`src/rtl/mdu_pkg.sv`:
```
// Shared definitions for the multiply/divide unit.
//   mdu_op_e     : operation encodings as driven on the op port
//   mdu_state_e  : sequencer states (IDLE -> CALC -> FIX -> IDLE)
//   MDU_WIDTH    : default operand width
//   CNT_W        : iteration counter width; one iteration per operand bit
//   op_is_signed : true for the two's-complement operations
package mdu_pkg;

  localparam int MDU_WIDTH = 32;
  localparam int CNT_W     = $clog2(MDU_WIDTH);

  typedef enum logic [1:0] {
    MDU_MULT  = 2'd0,
    MDU_MULTU = 2'd1,
    MDU_DIV   = 2'd2,
    MDU_DIVU  = 2'd3
  } mdu_op_e;

  typedef enum logic [1:0] {
    IDLE = 2'd0,
    CALC = 2'd1,
    FIX  = 2'd2
  } mdu_state_e;

  function automatic logic op_is_signed(input logic [1:0] op);
    return (op == MDU_MULT) || (op == MDU_DIV);
  endfunction

endpackage

```
`src/rtl/mdu_negate.sv`:
```
// Conditional two's-complement negate.
//   en : negate when high, pass through when low
//   a  : WIDTH-bit input
//   y  : a or -a
// Used both to take operand magnitudes and to restore result signs.
module mdu_negate #(
  parameter int WIDTH = 32
) (
  input  logic             en,
  input  logic [WIDTH-1:0] a,
  output logic [WIDTH-1:0] y
);

  assign y = en ? (~a + WIDTH'(1)) : a;

endmodule

```
`src/rtl/mul_div_unit.sv`:
```
// Iterative multiply/divide unit holding the HI/LO pair.
//   clk, rst_n        : rising-edge clock, asynchronous active-low reset
//   start, op         : launch MULT/MULTU/DIV/DIVU (accepted only when idle)
//   input1, input2    : multiplicand/dividend, multiplier/divisor
//   mthi, mtlo        : direct HI/LO writes with hi_wdata/lo_wdata (idle only)
//   busy              : operation in flight; start/mthi/mtlo ignored
//   done              : one-cycle pulse when HI/LO carry a fresh result
//   dz                : last division had a zero divisor
//   hi, lo            : HI/LO registers
// An op takes WIDTH CALC cycles (one bit each) plus one FIX cycle that
// restores signs and writes HI/LO; done follows 34 cycles after start.
// CNT_W comes from the package, so WIDTH must not exceed 2**CNT_W.
module mul_div_unit
  import mdu_pkg::*;
#(
  parameter int WIDTH = MDU_WIDTH
) (
  input  logic             clk,
  input  logic             rst_n,
  input  logic             start,
  input  logic [1:0]       op,
  input  logic [WIDTH-1:0] input1,
  input  logic [WIDTH-1:0] input2,
  input  logic             mthi,
  input  logic             mtlo,
  input  logic [WIDTH-1:0] hi_wdata,
  input  logic [WIDTH-1:0] lo_wdata,
  output logic             busy,
  output logic             done,
  output logic             dz,
  output logic [WIDTH-1:0] hi,
  output logic [WIDTH-1:0] lo
);

  mdu_state_e       state_q, state_d;
  logic [CNT_W-1:0] cnt_q;
  logic             done_q;
  logic             dz_q;
  logic [WIDTH-1:0] hi_q;
  logic [WIDTH-1:0] lo_q;

  logic             accept;
  logic             last_iter;
  logic             sgn;
  logic [WIDTH-1:0] a_mag;
  logic [WIDTH-1:0] b_mag;

  logic             is_div_p0;
  logic             neg_res_p0;
  logic             neg_rem_p0;
  logic             dz_p0;
  logic [WIDTH-1:0] a_raw_p0;
  logic [WIDTH-1:0] step_p0;

  logic [2*WIDTH-1:0] acc_p1;
  logic [WIDTH-1:0]   rem_p1;
  logic [WIDTH-1:0]   quo_p1;

  logic [WIDTH:0]     mul_sum;
  logic [2*WIDTH-1:0] acc_nxt;
  logic [WIDTH:0]     rem_shift;
  logic               rem_ge;
  logic [WIDTH-1:0]   rem_nxt;
  logic [WIDTH-1:0]   quo_nxt;

  logic [2*WIDTH-1:0] prod_fix;
  logic [WIDTH-1:0]   quo_fix;
  logic [WIDTH-1:0]   rem_fix;

  assign accept    = (state_q == IDLE) && start;
  assign last_iter = (cnt_q == CNT_W'(WIDTH - 1));
  assign sgn       = op_is_signed(op);

  // ---- stage p0: operand magnitudes and sign bookkeeping at launch ----
  mdu_negate #(.WIDTH(WIDTH)) u_neg_a (
    .en (sgn & input1[WIDTH-1]),
    .a  (input1),
    .y  (a_mag)
  );

  mdu_negate #(.WIDTH(WIDTH)) u_neg_b (
    .en (sgn & input2[WIDTH-1]),
    .a  (input2),
    .y  (b_mag)
  );

  // ---- stage p1: one multiplier bit / one quotient bit per CALC cycle ----
  // Multiply: the low half of acc starts as the multiplier and is shifted
  // out as product bits shift in; the carry rides into the top bit.
  assign mul_sum = {1'b0, acc_p1[2*WIDTH-1:WIDTH]} +
                   (acc_p1[0] ? {1'b0, step_p0} : {(WIDTH+1){1'b0}});
  assign acc_nxt = {mul_sum, acc_p1[WIDTH-1:1]};

  // Restoring divide: the shifted partial remainder needs WIDTH+1 bits so a
  // dividend MSB of 1 cannot be lost before the trial subtraction.
  assign rem_shift = {rem_p1, quo_p1[WIDTH-1]};
  assign rem_ge    = (rem_shift >= {1'b0, step_p0});
  assign rem_nxt   = rem_ge ? WIDTH'(rem_shift - {1'b0, step_p0})
                            : rem_shift[WIDTH-1:0];
  assign quo_nxt   = {quo_p1[WIDTH-2:0], rem_ge};

  always_ff @(posedge clk) begin
    if (accept) begin
      is_div_p0  <= op[1];
      neg_res_p0 <= sgn & (input1[WIDTH-1] ^ input2[WIDTH-1]);
      neg_rem_p0 <= sgn & input1[WIDTH-1];
      dz_p0      <= op[1] & (input2 == '0);
      a_raw_p0   <= input1;
      // The shared step operand is the multiplicand or the divisor.
      step_p0    <= op[1] ? b_mag : a_mag;
      acc_p1     <= {{WIDTH{1'b0}}, b_mag};
      rem_p1     <= '0;
      quo_p1     <= a_mag;
    end else if (state_q == CALC) begin
      acc_p1 <= acc_nxt;
      rem_p1 <= rem_nxt;
      quo_p1 <= quo_nxt;
    end
  end

  // ---- stage p2: sign fix-up and HI/LO write in FIX ----
  mdu_negate #(.WIDTH(2*WIDTH)) u_neg_prod (
    .en (neg_res_p0),
    .a  (acc_p1),
    .y  (prod_fix)
  );

  mdu_negate #(.WIDTH(WIDTH)) u_neg_quo (
    .en (neg_res_p0),
    .a  (quo_p1),
    .y  (quo_fix)
  );

  mdu_negate #(.WIDTH(WIDTH)) u_neg_rem (
    .en (neg_rem_p0),
    .a  (rem_p1),
    .y  (rem_fix)
  );

  always_comb begin
    state_d = state_q;
    unique case (state_q)
      IDLE:    if (start) state_d = CALC;
      CALC:    if (last_iter) state_d = FIX;
      FIX:     state_d = IDLE;
      default: state_d = IDLE;
    endcase
  end

  always_ff @(posedge clk or negedge rst_n) begin
    if (!rst_n) begin
      state_q <= IDLE;
      cnt_q   <= '0;
      done_q  <= 1'b0;
      dz_q    <= 1'b0;
      hi_q    <= '0;
      lo_q    <= '0;
    end else begin
      state_q <= state_d;
      done_q  <= (state_q == FIX);

      if (accept) begin
        cnt_q <= '0;
      end else if (state_q == CALC) begin
        cnt_q <= cnt_q + CNT_W'(1);
      end

      if (accept) begin
        dz_q <= 1'b0;
      end else if (state_q == FIX) begin
        dz_q <= dz_p0;
      end

      if (state_q == FIX) begin
        if (!is_div_p0) begin
          hi_q <= prod_fix[2*WIDTH-1:WIDTH];
          lo_q <= prod_fix[WIDTH-1:0];
        end else if (dz_p0) begin
          // Zero divisor: fixed pattern, no sign restoration.
          hi_q <= a_raw_p0;
          lo_q <= '1;
        end else begin
          hi_q <= rem_fix;
          lo_q <= quo_fix;
        end
      end else if (state_q == IDLE) begin
        if (mthi) hi_q <= hi_wdata;
        if (mtlo) lo_q <= lo_wdata;
      end
    end
  end

  assign busy = (state_q != IDLE);
  assign done = done_q;
  assign dz   = dz_q;
  assign hi   = hi_q;
  assign lo   = lo_q;

endmodule

```
`config.mk`:
```
export PLATFORM = sky130hd
export DESIGN_NAME = mul_div_unit
export DESIGN_NICKNAME = d
export VERILOG_FILES = /design/src/rtl/mdu_pkg.sv /design/src/rtl/mdu_negate.sv /design/src/rtl/mul_div_unit.sv
export SDC_FILE = /design/constraint.sdc
export NUM_CORES = 1
export LEC_CHECK = 0
export CORE_MARGIN = 1.5
export CORE_UTILIZATION = 67
export CTS_BUF_LIST = sky130_fd_sc_hd__clkbuf_2 sky130_fd_sc_hd__clkbuf_4 sky130_fd_sc_hd__clkbuf_8
export CTS_CLUSTER_SIZE = 14
export DETAILED_ROUTE_END_ITERATION = 10
export DONT_BUFFER_PORTS = 1
export HOLD_SLACK_MARGIN = 0.03
export PLACE_DENSITY = 0.89
export REMOVE_ABC_BUFFERS = 1
export SKIP_LAST_GASP = 1
export SYNTH_ARGS = -nofsm -noshare
export SYNTH_HDL_FRONTEND = slang
export SYNTH_HIERARCHICAL = 1
export SYNTH_SLANG_ARGS = --single-unit
```
`constraint.sdc`:
```
create_clock -name clk -period 4.05 [get_ports clk]
set_input_delay 0.81 -clock clk [delete_from_list [all_inputs] [get_ports clk]]
set_output_delay 0.81 -clock clk [all_outputs]
set_load 0.02 [all_outputs]
```
* After elaboration in Yosys (flattened, before gate mapping)
Index checks and enable logic that the tools add are counted.
** Word-level totals
- Flip-flop bits (word level) :: 269
- Output and inout bits :: 67
- Word-level logic and storage cells :: 84
** Cells by class
- Add/sub/neg operators :: 8
- $lt $le $gt $ge :: 1
- Equality and inequality tests :: 6
- Multiplexer cells :: 29
- Bitwise operators :: 10
- Reduce and logical (&&, ||, !) cells :: 14
** Operators by type and width (number)
- $mux W32 :: 21
- $add A32 B1 Y32 const B :: 4
- $not A32 Y32 :: 4
- $add A64 B1 Y64 const B :: 1
- $mux W64 :: 1
- $not A64 Y64 :: 1
- $add A32 B32 Y33 :: 1
- $ge A33 B32 Y1 :: 1
- $logic_not A32 Y1 :: 1
- $sub A32 B32 Y32 :: 1
- $reduce_bool A2 Y1 :: 6
- $mux W5 :: 2
- $reduce_and A2 Y1 :: 3
- $add A5 B1 Y5 const B :: 1
- $eq A5 B5 Y1 const B :: 1
- $and A1 B1 Y1 :: 4
- $eq A2 B2 Y1 const B :: 2
- $logic_not A2 Y1 :: 2
- $mux W2 :: 2
- $ne A2 B2 Y1 const B :: 2
- $pmux W2 S2 :: 1
- $eq A2 B1 Y1 const B :: 1
- $mux W1 :: 2
- $logic_and A1 B1 Y1 :: 1
- 2 further kinds :: 2

* Logic depth before layout (Yosys ltp)
- Depth in word-level cells :: 6
- Gate-level depth with buffers :: 13
- Gate-level depth less buffers :: 12

* By module
Netlist, hierarchy kept.
** Modules (own cells, without submodules)
- mul_div_unit :: instances 1, cells an instance 1747, area each 15737.6 um^2
- mdu_negate (u_neg_a ...) :: instances 4, cells an instance 99, area each 777.0 um^2
- mdu_negate (u_neg_prod) :: instances 1, cells an instance 197, area each 1530.2 um^2

* Least setup slack after synthesis
Ideal clock, no wire load.
- Kind :: input port to flip-flop
- Start :: input port start
- End :: register a_raw_p0[0], enable pin
- Setup time :: 0.459 ns
- Arrival time :: 3.148 ns
- Data required time :: 3.591 ns
- Setup slack :: 0.443 ns
- Stages on the path :: 3
- Path buffers :: 1
- Cell sequence :: nand2_1 inv_2 clkbuf_1
** Between the ends
- Cells in the longest elaborated chain, start to end :: 1
** RTL lines
- from (decl) :: RTL line mul_div_unit.sv:20 : input logic start,
- $logic_and A1 B1 Y1 :: RTL line mul_div_unit.sv:70 : assign accept = (state_q == IDLE) && start;
- net accept :: RTL line mul_div_unit.sv:42 : logic accept;
- to (signal assigned) :: RTL line mul_div_unit.sv:108 : a_raw_p0 <= input1;
- to (decl) :: RTL line mul_div_unit.sv:52 : logic [WIDTH-1:0] a_raw_p0;
The timed path passes the listed nets, and every way through them passes these cells.
A chain may end at the register's enable or synchronous reset.

* Worst setup path in the final report
- Start :: register acc_p1[0]
- End :: register acc_p1[53]
** Between the ends
- Cells in the longest elaborated chain, start to end :: 2
** RTL lines
- from (decl) :: RTL line mul_div_unit.sv:55 : logic [2*WIDTH-1:0] acc_p1;
- from (signal assigned) :: RTL line mul_div_unit.sv:111 : acc_p1 <= {{WIDTH{1'b0}}, b_mag};
- from (signal assigned) :: RTL line mul_div_unit.sv:115 : acc_p1 <= acc_nxt;
- $mux W32 :: RTL line mul_div_unit.sv:91 : (acc_p1[0] ? {1'b0, step_p0} : {(WIDTH+1){1'b0}});
- $add A32 B32 Y33 :: RTL line mul_div_unit.sv:90 : assign mul_sum = {1'b0, acc_p1[2*WIDTH-1:WIDTH]} +
No other way between the ends.

==> impl_results.md <==
* Status: completed
* Boundary Pins at 202
* Final slew viol count at 0
* Critical path required time at 4.53 ns
* Async set-or-reset flop fraction in the synthesized netlist at 0.271
* Clk_skew at 0.0337 ns
* Die span in x at 177 µm
* Pre-Repair DR Iteration Count at 6
* Routed WL at 61.4 mm
* Final hold viol count at 0
* Via density per instance at 6.80
* Initial antenna violation count at 4
* Fillers at 2225
* WS Path Type: reg2reg
* Slew @ Worst Pin at 1.24 ns
* Fraction of layout cells with a size suffix above 1 at 0.101
* Final period utilization at 0.918
* Height of the die at between 150 and 200 µm
* HP Class: in2async
* Register area share after synthesis at 0.347
* Largest family of logic cells by synthesized area: compound AO/OA/AOI/OAI gates
* Register clock-pin slew on the reported worst setup and hold paths at approximately 0.07 ns
* CTS tree: done
* Initial DRC count at 2517
* Post-synth EDFFs at 132
* Mapped Cells at 2340
* Pwr/cell area at about 790 nW/µm²
* Wire length per cell at 22.7 µm
* H-tree depth at 2
* Final setup TNS at 0 ns
* Synth top area share at 0.195
* Mapped cell area at slightly above 20000 µm²
* Syn Area/Cell at 8.71 µm²
* All-Layer GR Usage at 0.386
* Largest fanout on the critical path at 35
* Die ar. at approximately 31000 µm²
* Slew headroom at 0.171
* Synth cell count leaders: nand2_1 (357), xnor2_1 (213), o21ai_0 (180), a21oi_1 (169), edfxtp_1 (132)
* Achievable clock frequency at around 270 MHz
* Yosys top cell by area: edfxtp_1
* Finish-stage setup viols at 0
* Pin count of the biggest net entering global routing at between 100 and 150
* Xor/xnor share of the synthesized area at 0.101
* CP max-delay cell: edfxtp_1
* Setup WS pre-CTS at about 0.42 ns
* Vias in the first global route at ~17000
* DRT antenna net count at 0
* Post-Synth Adder-Cell Area at 0.0456
* Largest stage delay on the critical path at around 0.81 ns
* Synth-to-layout area growth at 5.71%
* Grt total ovfl at 0
* Clk_lat worst skew at 0.60 ns
* Cell Rows at 63
* Sinks on Clock Net at around 270
* Global-route wire length before repair at about 95 mm
* Kind of start point of the critical path: register
* Worst setup margin at 0.331 ns
* Distinct cells, synth at 95
* Max-cap violations at 0
* Final Wtd Congestion at 0.982
* Root Driver: clkbuf_8
* Post-cts sizing count at 0
* Drt drc at 0
* Bufs on Longest Clock Path at 3
* #FFs+latches synth at 269
* Crit. End Element: register
* Count leader, synth: nand2_1
* Leak at about 8.3 nW
* Most used flip-flop cell after synthesis: edfxtp_1
* Synth area leaders: edfxtp_1 (19%), xnor2_1 (9.2%), dfrtp_1 (9.0%)
* Port bufs at 0
* CTS Buf Count at 48
* Via count at 18400
* DP Wirelength at 45.7 mm
* Peak supply drop at 0.000433 V
* Core area at 29800 µm²
* Post-synthesis compound-gate area fraction at 0.216
* Simple-Gate Fraction of Synth Area at 0.206
* Crit path DAT at 4.20 ns
* Crit path cell chain: and2_1, ha_1, fa_1, a21oi_1, o22ai_2, o211ai_1, a211oi_2, o211ai_1, a21oi_1, o21ai_1, nand3_1, a32o_1
* Mux share of post-synthesis cell area at 0.0442
* Syn. warnings at 6
* RSZ-0062 raised after global routing: false
* Tmin final at 3.72 ns
* Final nets at 2480
* Initial Utilization at 0.684
worst max-delay path: cells and delay by family (launching register included):
family	cells	cell delay (ns)
AOI/OAI and AO/OA	8	1.68
DFF	1	0.81
adders and majority gates	2	0.65
and+or+nand+nor	2	0.45
path summary, 6_finish.rpt:
kind | from | to | slack, ns | cells after the start
max | acc_p1[0]$_DFFE_PP_ | acc_p1[53]$_SDFFE_PP0P_ | 0.33 | 12
min | rst_n | lo[12]$_DFFE_PN0P_ | 0.09 | 1
max reg2reg | acc_p1[0]$_DFFE_PP_ | acc_p1[53]$_SDFFE_PP0P_ | 0.33 | 12
min reg2reg | cnt_q[3]$_DFFE_PN0P_ | cnt_q[3]$_DFFE_PN0P_ | 0.51 | 1
max in group asynchronous | rst_n | hi[23]$_DFFE_PN0P_ | 3.61 | 1
min in group clk | input1[4] | a_raw_p0[4]$_DFFE_PP_ | 0.31 | 0
logic make-up (layout without fill, tap and decap cells):
kind of cell,after synthesis,count (layout)
AO/OA/AOI/OAI,673,673
XOR/XNOR,235,235
adder cells (fa/ha/maj),73,73
buffers and inverters,202,174
flip-flops,269,269
multiplexers,86,86
other,0,2
AND/OR/NAND/NOR,802,802
state kept, by name (all words and copies together) (netlist names):
| register | cells |
|---|---|
| a_raw_p0 | 32 |
| acc_p1 | 64 |
| cnt_q | 5 |
| done | 1 |
| dz | 1 |
| dz_p0 | 1 |
| hi | 32 |
| is_div_p0 | 1 |
| lo | 32 |
| neg_rem_p0 | 1 |
| neg_res_p0 | 1 |
| quo_p1 | 32 |
| rem_p1 | 32 |
| state_q | 2 |
| step_p0 | 32 |
metal layers:
metal	track usage	wire, µm	vias up
li1	-	-	8352
met1	0.522	24400	8632
met2	0.594	27200	1170
met3	0.0720	6670	231
met4	0.187	3230	2
met5	0	12	-
timing repair:
| item | 4_1_cts | 5_1_grt |
|---|---|---|
| endpoints found under the hold margin | 73 | 0 |
| setup buffers | 0 | 0 |
| hold buffers | 1 | 0 |
power breakdown:
part	switching, mW	internal [mW]	total [mW]
combinational	4.74	3.42	8.16
sequential	1.94	4.22	6.16
clock	1.22	1.51	2.73
placed cells by master, fill, tap and decap left out, drive strengths merged, types with 51 or more instances in the layout:
cell and count:
xnor2 213, dfxtp 64, o21ai 222, ha 71
dfrtp 73, clkbuf 70, nor2b 51, nor2 105
a21oi 173, edfxtp 132, inv 62, nand3 53
nand2 359, mux2i 54, o31ai 59
per-stage QoR:
step                      power [mW]  hold WS [ns]  std cells  cell area (µm²)  utilization
after floorplan                 11.9         0.449       2201            19800            -
after global placement          13.7         0.469       2611            20500        0.687
after detailed placement        14.0         0.497       2611            20500        0.687
after CTS                       16.8        0.0966       2702            21500        0.723
after global routing            18.1         0.118       2702            21500        0.723
final                           17.1        0.0909       2704            21500        0.723
cell type report:
cell class | count | area [µm²] | area share
Clock inverter | 20 | 155 | 0.00720
Clock buffer | 70 | 870 | 0.0404
Inverter | 63 | 239 | 0.0111
Multi-Input combinational cell | 1869 | 12500 | 0.581
Sequential cell | 269 | 7070 | 0.328
Antenna cell | 2 | 5.00 | 0.000232
Timing Repair Buffer | 21 | 203 | 0.00941
Tap cell | 390 | 488 | 0.0227
Note: power is estimated with default switching activity, not from simulation.
